**src/rtl/dm_pkg.sv**
```systemverilog
// -----------------------------------------------------------------------------
// dm_pkg
// Shared definitions for the data-memory port and the store buffer in front of it.
//   - dm_type_e : DMType access codes (word / half / half-u / byte / byte-u)
//   - size_of   : access size in bytes for a DMType code
//   - extend    : sign/zero extension of low bytes per DMType code
//   - st_legal  : store-side legality of a DMType code
// -----------------------------------------------------------------------------
package dm_pkg;

  typedef enum logic [2:0] {
    DM_WORD   = 3'b000,
    DM_HALF   = 3'b001,
    DM_HALF_U = 3'b010,
    DM_BYTE   = 3'b011,
    DM_BYTE_U = 3'b100
  } dm_type_e;

  // Access size in bytes; unknown codes are treated as a full word so that a
  // malformed load can only over-approximate its footprint (and stall).
  function automatic logic [2:0] size_of(input logic [2:0] t);
    logic [2:0] sz;
    case (t)
      DM_WORD:   sz = 3'd4;
      DM_HALF:   sz = 3'd2;
      DM_HALF_U: sz = 3'd2;
      DM_BYTE:   sz = 3'd1;
      DM_BYTE_U: sz = 3'd1;
      default:   sz = 3'd4;
    endcase
    return sz;
  endfunction

  // Extend the low bytes of d to 32 bits as selected by the access type.
  function automatic logic [31:0] extend(input logic [31:0] d, input logic [2:0] t);
    logic [31:0] r;
    case (t)
      DM_WORD:   r = d;
      DM_HALF:   r = {{16{d[15]}}, d[15:0]};
      DM_HALF_U: r = {16'h0000, d[15:0]};
      DM_BYTE:   r = {{24{d[7]}}, d[7:0]};
      DM_BYTE_U: r = {24'h000000, d[7:0]};
      default:   r = d;
    endcase
    return r;
  endfunction

  // Stores only come in signed flavours: word, half, byte.
  function automatic logic st_legal(input logic [2:0] t);
    logic ok;
    case (t)
      DM_WORD: ok = 1'b1;
      DM_HALF: ok = 1'b1;
      DM_BYTE: ok = 1'b1;
      default: ok = 1'b0;
    endcase
    return ok;
  endfunction

endpackage

```
**src/rtl/sb_overlap.sv**
```systemverilog
// -----------------------------------------------------------------------------
// sb_overlap
// Combinational test whether two byte ranges [addr, addr+size) intersect, with
// addresses wrapping modulo 2^AW.
// Ports:
//   a_addr, a_size : first range (size 1..4)
//   b_addr, b_size : second range (size 1..4)
//   hit            : 1 when the ranges share at least one byte
// -----------------------------------------------------------------------------
module sb_overlap #(
  parameter int AW = 6
) (
  input  logic [AW-1:0] a_addr,
  input  logic [2:0]    a_size,
  input  logic [AW-1:0] b_addr,
  input  logic [2:0]    b_size,
  output logic          hit
);

  logic [AW-1:0] d_ba_s;
  logic [AW-1:0] d_ab_s;

  // Modular distances: the ranges intersect iff either start lies inside the
  // other range, which is exactly "distance from its start < its size".
  assign d_ba_s = b_addr - a_addr;
  assign d_ab_s = a_addr - b_addr;

  assign hit = (d_ba_s < AW'(a_size)) || (d_ab_s < AW'(b_size));

endmodule

```
**src/rtl/dm_store_buffer.sv**
```systemverilog
// -----------------------------------------------------------------------------
// dm_store_buffer
// Posted-store FIFO between the MEM stage and the data memory dm. Stores are
// accepted in one cycle and drained one per cycle whenever dm is not serving a
// load. Loads overlapping a queued store are forwarded or stalled.
// Optional feature macro: SB_FORWARD_EN (store-to-load forwarding). Without it
// every overlapping load stalls and ld_sel / ld_fwd_data are tied to 0.
// Ports:
//   clk, rstn                      : clock, async active-low reset
//   st_valid/st_ready              : store handshake
//   st_addr/st_data/st_type        : store request
//   st_err                         : one-cycle pulse for an illegal st_type
//   ld_valid/ld_addr/ld_type       : load request
//   ld_stall                       : combinational, load must be re-presented
//   ld_sel                         : registered, 1 = use ld_fwd_data
//   ld_fwd_data                    : registered forwarded load data
//   dm_wr/dm_addr/dm_din/dm_type   : dm port (DMWr/addr/din/DMType)
//   sb_empty                       : buffer holds no stores
// -----------------------------------------------------------------------------
module dm_store_buffer
  import dm_pkg::*;
#(
  parameter int DEPTH = 4,
  parameter int AW    = 6
) (
  input  logic          clk,
  input  logic          rstn,
  input  logic          st_valid,
  output logic          st_ready,
  input  logic [AW-1:0] st_addr,
  input  logic [31:0]   st_data,
  input  logic [2:0]    st_type,
  output logic          st_err,
  input  logic          ld_valid,
  input  logic [AW-1:0] ld_addr,
  input  logic [2:0]    ld_type,
  output logic          ld_stall,
  output logic          ld_sel,
  output logic [31:0]   ld_fwd_data,
  output logic          dm_wr,
  output logic [AW-1:0] dm_addr,
  output logic [31:0]   dm_din,
  output logic [2:0]    dm_type,
  output logic          sb_empty
);

  localparam int PW = (DEPTH > 1) ? $clog2(DEPTH) : 1;
  localparam int CW = PW + 1;

  // Entry storage
  logic [AW-1:0] addr_r [DEPTH];
  logic [31:0]   data_r [DEPTH];
  logic [2:0]    type_r [DEPTH];

  logic [PW-1:0] head_r;
  logic [PW-1:0] tail_r;
  logic [CW-1:0] count_r;
  logic          st_err_r;

  logic [2:0]       ld_size_s;
  logic [DEPTH-1:0] hit_s;
  logic             any_hit_s;
  logic             fwd_s;
  logic             ld_port_s;
  logic             drain_s;
  logic             enq_s;

  assign ld_size_s = size_of(ld_type);

  // Per-entry overlap against the presented load, masked by entry occupancy.
  for (genvar i = 0; i < DEPTH; i++) begin : g_ent
    logic [PW-1:0] age_s;
    logic          ovl_s;

    assign age_s = PW'(i) - head_r;

    sb_overlap #(.AW(AW)) u_ovl (
      .a_addr (addr_r[i]),
      .a_size (size_of(type_r[i])),
      .b_addr (ld_addr),
      .b_size (ld_size_s),
      .hit    (ovl_s)
    );

    assign hit_s[i] = ovl_s && ({1'b0, age_s} < count_r);
  end

  assign any_hit_s = |hit_s;

`ifdef SB_FORWARD_EN
  logic [PW-1:0] y_idx_s;
  logic          y_match_s;
  logic [31:0]   ld_fwd_data_r;
  logic          ld_sel_r;

  // Locate the youngest overlapping entry by walking from head (oldest) forward.
  always_comb begin
    logic [PW-1:0] idx_v;
    idx_v   = '0;
    y_idx_s = '0;
    for (int k = 0; k < DEPTH; k++) begin
      idx_v   = head_r + PW'(k);
      y_idx_s = hit_s[idx_v] ? idx_v : y_idx_s;
    end
  end

  // Forwarding is only exact when the youngest store covers the load from the same base byte.
  assign y_match_s = (addr_r[y_idx_s] == ld_addr) &&
                     (size_of(type_r[y_idx_s]) >= ld_size_s);
  assign fwd_s     = ld_valid && any_hit_s && y_match_s;

  // Registered forwarding result, presented the cycle after the load.
  always_ff @(posedge clk or negedge rstn) begin
    if (!rstn) begin
      ld_sel_r      <= 1'b0;
      ld_fwd_data_r <= 32'h0000_0000;
    end else begin
      ld_sel_r <= fwd_s;
      if (fwd_s) begin
        ld_fwd_data_r <= extend(data_r[y_idx_s], ld_type);
      end
    end
  end

  assign ld_sel      = ld_sel_r;
  assign ld_fwd_data = ld_fwd_data_r;
`else
  assign fwd_s       = 1'b0;
  assign ld_sel      = 1'b0;
  assign ld_fwd_data = 32'h0000_0000;
`endif

  // A load owns the dm port only when no queued store overlaps it.
  assign ld_port_s = ld_valid && !any_hit_s;
  assign ld_stall  = ld_valid && any_hit_s && !fwd_s;
  assign drain_s   = (count_r != CW'(0)) && !ld_port_s;
  assign st_ready  = (count_r != CW'(DEPTH));
  assign enq_s     = st_valid && st_ready && st_legal(st_type);
  assign sb_empty  = (count_r == CW'(0));
  assign st_err    = st_err_r;

  // dm port mux: load read, head drain, or idle.
  always_comb begin
    dm_wr   = 1'b0;
    dm_addr = '0;
    dm_din  = 32'h0000_0000;
    dm_type = DM_WORD;
    if (ld_port_s) begin
      dm_addr = ld_addr;
      dm_type = ld_type;
    end else if (drain_s) begin
      dm_wr   = 1'b1;
      dm_addr = addr_r[head_r];
      dm_din  = data_r[head_r];
      dm_type = type_r[head_r];
    end else begin
      dm_wr   = 1'b0;
    end
  end

  // FIFO pointers, occupancy, entry writes and the illegal-type pulse.
  always_ff @(posedge clk or negedge rstn) begin
    if (!rstn) begin
      head_r   <= '0;
      tail_r   <= '0;
      count_r  <= '0;
      st_err_r <= 1'b0;
      for (int i = 0; i < DEPTH; i++) begin
        addr_r[i] <= '0;
        data_r[i] <= 32'h0000_0000;
        type_r[i] <= DM_WORD;
      end
    end else begin
      st_err_r <= st_valid && st_ready && !st_legal(st_type);
      if (enq_s) begin
        addr_r[tail_r] <= st_addr;
        data_r[tail_r] <= st_data;
        type_r[tail_r] <= st_type;
        tail_r         <= tail_r + PW'(1);
      end
      if (drain_s) begin
        head_r <= head_r + PW'(1);
      end
      case ({enq_s, drain_s})
        2'b10:   count_r <= count_r + CW'(1);
        2'b01:   count_r <= count_r - CW'(1);
        default: count_r <= count_r;
      endcase
    end
  end

endmodule

```
**config.mk**
```make
export PLATFORM = sky130hd
export DESIGN_NAME = dm_store_buffer
export DESIGN_NICKNAME = d
export VERILOG_FILES = /design/src/rtl/dm_pkg.sv /design/src/rtl/sb_overlap.sv /design/src/rtl/dm_store_buffer.sv
export SDC_FILE = /design/constraint.sdc
export NUM_CORES = 1
export LEC_CHECK = 0
export ABC_CLOCK_PERIOD_IN_PS = 4800
export BUFFER_PORTS_ARGS = -buffer_cell sky130_fd_sc_hd__buf_2
export CAP_MARGIN = 20
export CORE_MARGIN = 2
export CORE_UTILIZATION = 42
export CTS_BUF_LIST = sky130_fd_sc_hd__clkbuf_4
export DETAILED_ROUTE_END_ITERATION = 12
export PLACE_DENSITY = 0.63
export SLEW_MARGIN = 20
export SYNTH_ARGS = -nofsm -noshare
export SYNTH_HDL_FRONTEND = slang
export SYNTH_HIERARCHICAL = 1
export SYNTH_SLANG_ARGS = --single-unit
export TNS_END_PERCENT = 20
```
**constraint.sdc**
```tcl
create_clock -name clk -period 4.8 [get_ports clk]
set_input_delay 0.48 -clock clk [delete_from_list [all_inputs] [get_ports clk]]
set_output_delay 0.48 -clock clk [all_outputs]
set_load 0.01 [all_outputs]
```
; ---- Word level (Yosys, flattened, before mapping)
; Index checks and enable logic that the tools add are counted.
[totals]
register_bits = 172
word_cells = 141
out_inout_bits = 79
[classes]
n_eq_ne = 25
n_lt_le_gt_ge = 15
n_reduce_logical = 34
bitwise = 2
add_sub_neg = 16
muxes = 33
[op_table]
columns = cell, n
row1 = $mux W32, 5
row2 = $bwmux W128, 1
row3 = $bmux W32 S2, 1
row4 = $demux W32 S2, 1
row5 = $lt A6 B3 Y1, 8
row6 = $sub A6 B6 Y6, 8
row7 = $pmux W3 S2, 6
row8 = $eq A3 B2 Y1 const B, 11
row9 = $mux W6, 5
row10 = $bwmux W24, 1
row11 = $reduce_or A2 Y1, 10
row12 = $eq A3 B1 Y1 const B, 6
row13 = $eq A3 B3 Y1 const B, 5
row14 = $mux W3, 5
row15 = $bmux W6 S2, 1
row16 = $bwmux W12, 1
row17 = $demux W6 S2, 1
row18 = $lt A2 B3 Y1, 4
row19 = $logic_and A1 B1 Y1, 11
row20 = $bmux W3 S2, 1
row21 = $demux W3 S2, 1
row22 = $ge A3 B3 Y1 const B, 2
row23 = $logic_not A3 Y1, 2
row24 = $not A2 Y3, 2
row25 = 16 further kinds, 26

; ---- Depth between registers and ports, before layout
[depth]
word_depth = 13
ltp_mapped = 21
ltp_nobuf = 20

; ---- Cells and area by module
; Netlist, hierarchy kept.
[modules_own_cells]
columns = module, area_per_inst_um2, seq_area_each_um2, cells_each, instances
row1 = dm_store_buffer, 8570.7, 4304.1, 604, 1
row2 = sb_overlap, 534.3, 0.0, 71, 4

; ---- Worst setup path after synthesis
; No wires, ideal clock.
[synth_path]
path_type = input to register
start = input port ld_addr[0]
end = register count_r[2]
cell_stages = 20
required_time_ns = 4.721
t_arrival_ns = 3.620
path_slack_ns = 1.100
path_cell_list = ha_1 inv_1 fa_1 a211oi_1 xor2_1 o211ai_1 a221oi_2 nor2b_1 o32a_1 o221ai_1 nand4_2 o21ai_4 buf_6 inv_1 ha_1 inv_1 fa_1 xor2_1 nor2_1 xor2_1
[synth_between]
elab_chain_cells = 11
elab_cells_between_ends = 33
cone_classes = 8 x add/sub / 8 x order compare / 2 x eq/ne / 1 x mux / 14 x reduce/logical
[synth_rtl]
columns = item, line_no
row1 = "start, declared", dm_store_buffer.sv:35  ; input logic [AW-1:0] ld_addr,
row2 = "$sub A6 B6 Y6, on equally long branches", "sb_overlap.sv:25, sb_overlap.sv:26"
row3 = $lt A6 B3 Y1, sb_overlap.sv:28  ; assign hit = (d_ba_s < AW'(a_size)) || (d_ab_s < AW'(b_size));
row4 = $logic_or A1 B1 Y1 *, sb_overlap.sv:28
row5 = net g_ent[0].ovl_s, dm_store_buffer.sv:73  ; logic ovl_s;
row6 = $logic_and A1 B1 Y1 *, dm_store_buffer.sv:85  ; assign hit_s[i] = ovl_s && ({1'b0, age_s} < count_r);
row7 = $reduce_or A4 Y1 *, dm_store_buffer.sv:88  ; assign any_hit_s = |hit_s;
row8 = $logic_not A1 Y1 *, dm_store_buffer.sv:134  ; assign ld_port_s = ld_valid && !any_hit_s;
row9 = $logic_and A1 B1 Y1 *, dm_store_buffer.sv:134
row10 = $logic_not A1 Y1 *, dm_store_buffer.sv:136  ; assign drain_s = (count_r != CW'(0)) && !ld_port_s;
row11 = $logic_and A1 B1 Y1 *, dm_store_buffer.sv:136
row12 = $eq A2 B1 Y1 / $eq A2 B2 Y1 (equally long branches), dm_store_buffer.sv:184  ; case ({enq_s, drain_s})
row13 = $pmux W3 S2 / $reduce_bool A2 Y1 (equally long branches), n/a
row14 = "end signal, assigned", dm_store_buffer.sv:185  ; 2'b10: count_r <= count_r + CW'(1);
row15 = "end signal, assigned", dm_store_buffer.sv:186  ; 2'b01: count_r <= count_r - CW'(1);
row16 = "end signal, assigned", dm_store_buffer.sv:187  ; default: count_r <= count_r;
row17 = "end, declared", dm_store_buffer.sv:57  ; logic [CW-1:0] count_r;
; Mark *: on every way through the listed nets, which the timed path passes. The rest lies on a longest branch.
; A chain may end at the register's enable or synchronous reset.

; ---- Worst setup path after layout
[layout_path]
start = register addr_r[13] (netlist name)
end = output port dm_din[19]
[layout_between]
elab_chain_cells = 11
elab_cells_between_ends = 13
cone_classes = 2 x add/sub / 2 x order compare / 2 x mux / 7 x reduce/logical
[layout_rtl]
columns = item, line_no
row1 = "start, declared", dm_store_buffer.sv:51  ; logic [AW-1:0] addr_r [DEPTH];
row2 = "start signal, assigned by index", dm_store_buffer.sv:176  ; addr_r[tail_r] <= st_addr;
row3 = "$sub A6 B6 Y6, on equally long branches", "sb_overlap.sv:25, sb_overlap.sv:26"
row4 = $lt A6 B3 Y1, sb_overlap.sv:28
row5 = $logic_or A1 B1 Y1 *, sb_overlap.sv:28
row6 = net g_ent[1].ovl_s, dm_store_buffer.sv:73
row7 = $logic_and A1 B1 Y1 *, dm_store_buffer.sv:85
row8 = $reduce_or A4 Y1 *, dm_store_buffer.sv:88
row9 = $logic_not A1 Y1 *, dm_store_buffer.sv:134
row10 = $logic_and A1 B1 Y1 *, dm_store_buffer.sv:134
row11 = $logic_not A1 Y1, dm_store_buffer.sv:136
row12 = $logic_and A1 B1 Y1, dm_store_buffer.sv:136
row13 = $mux W32, dm_store_buffer.sv:151  ; end else if (drain_s) begin
row14 = $mux W32 *, dm_store_buffer.sv:148  ; if (ld_port_s) begin
row15 = "end, declared", dm_store_buffer.sv:42  ; output logic [31:0] dm_din,
; Marked as above.

==> results.ini <==
[outcome]
status = completed

[power]
intPower_mw = 4.83
clockPowerShare_pct = 10.5
p_comb_share_pct = 56.7
switching_share_pct = 41.9
p_per_area_mw_per_mm2 = 720
vdd_ir_drop_max_mv = 0.453
p_sw_mw = 3.48
p_seq_share_pct = 32.9
p_leak_nw = 5.46

[detailed_routing]
ant_nets = 0
routed_wl_um = 23000
drc = 0
dr.pass1.iters = 5
viasPerCell = 5.16
drtIter0Drc = 319
num_vias = 6763
wl_per_cell_um = 17.5

[clock_tree]
cts_tree = done
cts_root_buf = clkbuf_4
path_clk_slew_ps = 160
cts_sinks = 172
clockBufferDepth = 2
cts_buffers = 17
htreeDepth = 4
clk-insertion-delay-late_ps = 600

[critical_path]
cpMostUsedCell = nor2b_1
arrival_ps = 3980
r2r_cells = 18
crit_required_ps = 4320
timing.rr.start = addr_r[13]
slowest_delay_ps = 520
worst-path-buf-inv = 3
r2r-end = count_r[2]
end_kind = output port
r2r_setup_slack_ps = 820
setup.worst_path.end = dm_din[19]
path_depth = 14
cp_slowest_cell = dfrtp_1
path_cells = inv_1, ha_1, nor2b_1, o21a_1, or4_4, a221oi_2, nor2b_1, o32a_1, o311ai_4, nand4_2, o21ai_4, buf_6, nor2b_1, buf_2
crit_path_max_fanout = 34
crit_type = reg2out
cp_top_family = simple AND/OR/NAND/NOR gates
start_kind = flip-flop
startpoint = addr_r[13]

[timing]
finalSetupViolations = 0
setup_ws_ps = 341
hold_viol = 0
drv_slew = 0
rsz0062_at_grt = no
holdWs_ps = 96.3
slew_headroom_pct = 36.3
skew_ps = 25.5
fin_crit_sh_pct = 92.9
clock.fmax_mhz = 224
tns_ps = 0
min_period_ps = 4460
worst_pin_slew_ps = 955

[yosys]
async_flop_share_pct = 100
synth_edf_count = 0
yosysMostFrequentCell = dfrtp_1
synth_top_area_cell = dfrtp_1
ys_warn_count = 6
syn-cell-area_mm2 = 0.0107
syn_inst = 888
synth_common_cells = dfrtp_1 (172), mux2_2 (147), inv_1 (80)
synth.distinct_cells = 42
yosys-top-cells-area = dfrtp_1 (40%), mux2_2 (15%), mux4_2 (8.6%)
synth_area_per_cell_um2 = 12.1
yosysSeqAreaShare_pct = 40.2
ys_ff_latch = 172
ys.flop_type = dfrtp_1
synth_top_area_share_pct = 40.2

[floorplanning]
dieArea_mm2 = 0.0268
ios = 133
core_area_mm2 = 0.0251
std_cell_rows = 58
die_h_um = 164
start_util_pct = 42.6
die_x_um = 164

[final_layout]
final-instance-count-excl-fill = 1311
final_nets = 1095
register_area_mm2 = 0.00431
n_fill_cell = 2330
multi_input_area_mm2 = 0.00566
syn_to_final_growth_pct = 7.77
fin_util_pct = 46.0
drive_gt1_share_pct = 35.2

[place]
io_buffers = 99
placedCellCount = 1277
hpwl_um = 15600
post-place-ws_ps = 602
place_congestion = 0.820

[global_routing]
grt_util_all_layers_pct = 18.2
grt_pass1_vias = 6875
antenna_found_initial = 1
grt_pass1_wl_um = 37600
grt-ovfl-total = 0
grt_max_degree = 98

[job]
maxCapViolations = 0

[hold_path]
hold_path.class = in2reg

## layout make-up
cell class | instances | share of cell area [%]
diodes | 1 | 0.0217
clock buffers | 18 | 1.17
clock inverters | 14 | 1.45
inverters | 80 | 2.60
multi-input cells | 593 | 49.1
flip-flops and latches | 172 | 37.3
well taps | 330 | 3.58
repair buffers | 103 | 4.77
## sequential cells by signal, summed over array words and instances (netlist names)
signal and count:
addr_r 24, count_r 3, data_r 128, head_r 2, st_err 1, tail_r 2
type_r 12
## layer usage
layer | GRT usage [%] | vias to the layer above | wire length (um)
li1 | - | 3184 | -
met1 | 25.0 | 3409 | 10700
met2 | 29.8 | 157 | 11000
met3 | 3.66 | 13 | 1040
met4 | 3.91 | 0 | 203
met5 | 0 | - | 0
## power by group through the flow
stage               clock (mW)  combinational (mW)  sequential, mW
floorplan                    0                3.76            2.46
global placement             0                4.63            2.76
detailed placement           0                4.73            2.79
CTS                      0.895                4.75            2.75
global route             0.956                5.23            2.86
finish                   0.869                4.71            2.73
## worst min-delay path by stage
stage / slack, ps / start / depth (start not counted) / end
after CTS: 60 / st_valid / 3 / st_err
after global routing: 70 / st_valid / 3 / st_err
after detailed placement: 480 / data_r[94] / 1 / data_r[94]
final: 100 / st_valid / 3 / st_err
after floorplan: 180 / rstn / 0 / addr_r[0]
after global placement: 470 / data_r[124] / 1 / data_r[124]
## worst reg2reg max path, stage by stage (launching register included)
cell	delay (ps)
dfrtp_1	520
inv_1	130
ha_1	320
nor2b_1	130
o21a_1	200
or4_4	490
a221oi_2	280
nor2b_1	170
o32a_1	260
o311ai_4	130
nand4_2	140
o21ai_4	70
inv_1	80
ha_1	170
inv_1	60
fa_1	370
xor2_1	150
nor2_1	110
xor2_1	140
## metrics by stage
step,instance area [um2],power [mW]
final,11500,8.31
after global routing,11500,9.04
after CTS,11500,8.39
after detailed placement,11200,7.51
after global placement,11200,7.39
after floorplan,10800,6.22
## repair_timing
| action | in CTS | in global routing |
|---|---|---|
| resized for setup | 0 | 2 |
| endpoints found under the setup margin | 0 | 38 |
| hold endpoints to repair | 75 | 0 |
| hold buffers | 1 | 0 |
| buffers inserted | 0 | 0 |
## kinds of logic (layout without fill, tap and decap cells)
logic type,Yosys count,count (layout),share of synthesized area [%]
flops,172,172,40.2
other cells,1,34,0.0350
mux,201,201,25.4
fa+ha+maj,74,74,9.28
compound gates,95,95,6.25
simple gates,154,154,7.77
buf+inv,155,215,8.07
xor+xnor,36,36,2.94
## cells in the final DEF, fill, tap and decap left out, types with 4 or more instances in the layout
master / Yosys / layout
nand2b_1: 4 / 4
ha_1: 65 / 65
o211ai_1: 12 / 12
mux2_1: 13 / 13
and2_2: 4 / 4
a21oi_1: 22 / 22
xnor2_1: 14 / 14
o32a_1: 4 / 4
a221oi_2: 4 / 4
buf_2: 10 / 98
mux2_2: 147 / 147
nand2_4: 4 / 4
o21ai_0: 24 / 24
dfrtp_1: 172 / 170
nor2b_1: 41 / 41
nor2_1: 35 / 34
clkbuf_4: 0 / 18
o21a_1: 8 / 8
fa_1: 9 / 9
inv_1: 80 / 80
nand3_1: 10 / 10
nor3_1: 4 / 4
and2_1: 4 / 4
or2b_1: 4 / 4
mux4_2: 41 / 41
or4_4: 4 / 4
nand2_1: 35 / 35
a21o_1: 12 / 12
clkinv_8: 0 / 5
conb_1: 1 / 33
xor2_1: 22 / 22
a211oi_1: 4 / 4
inv_6: 0 / 4
No activity file was read; power rests on OpenSTA's default activity.
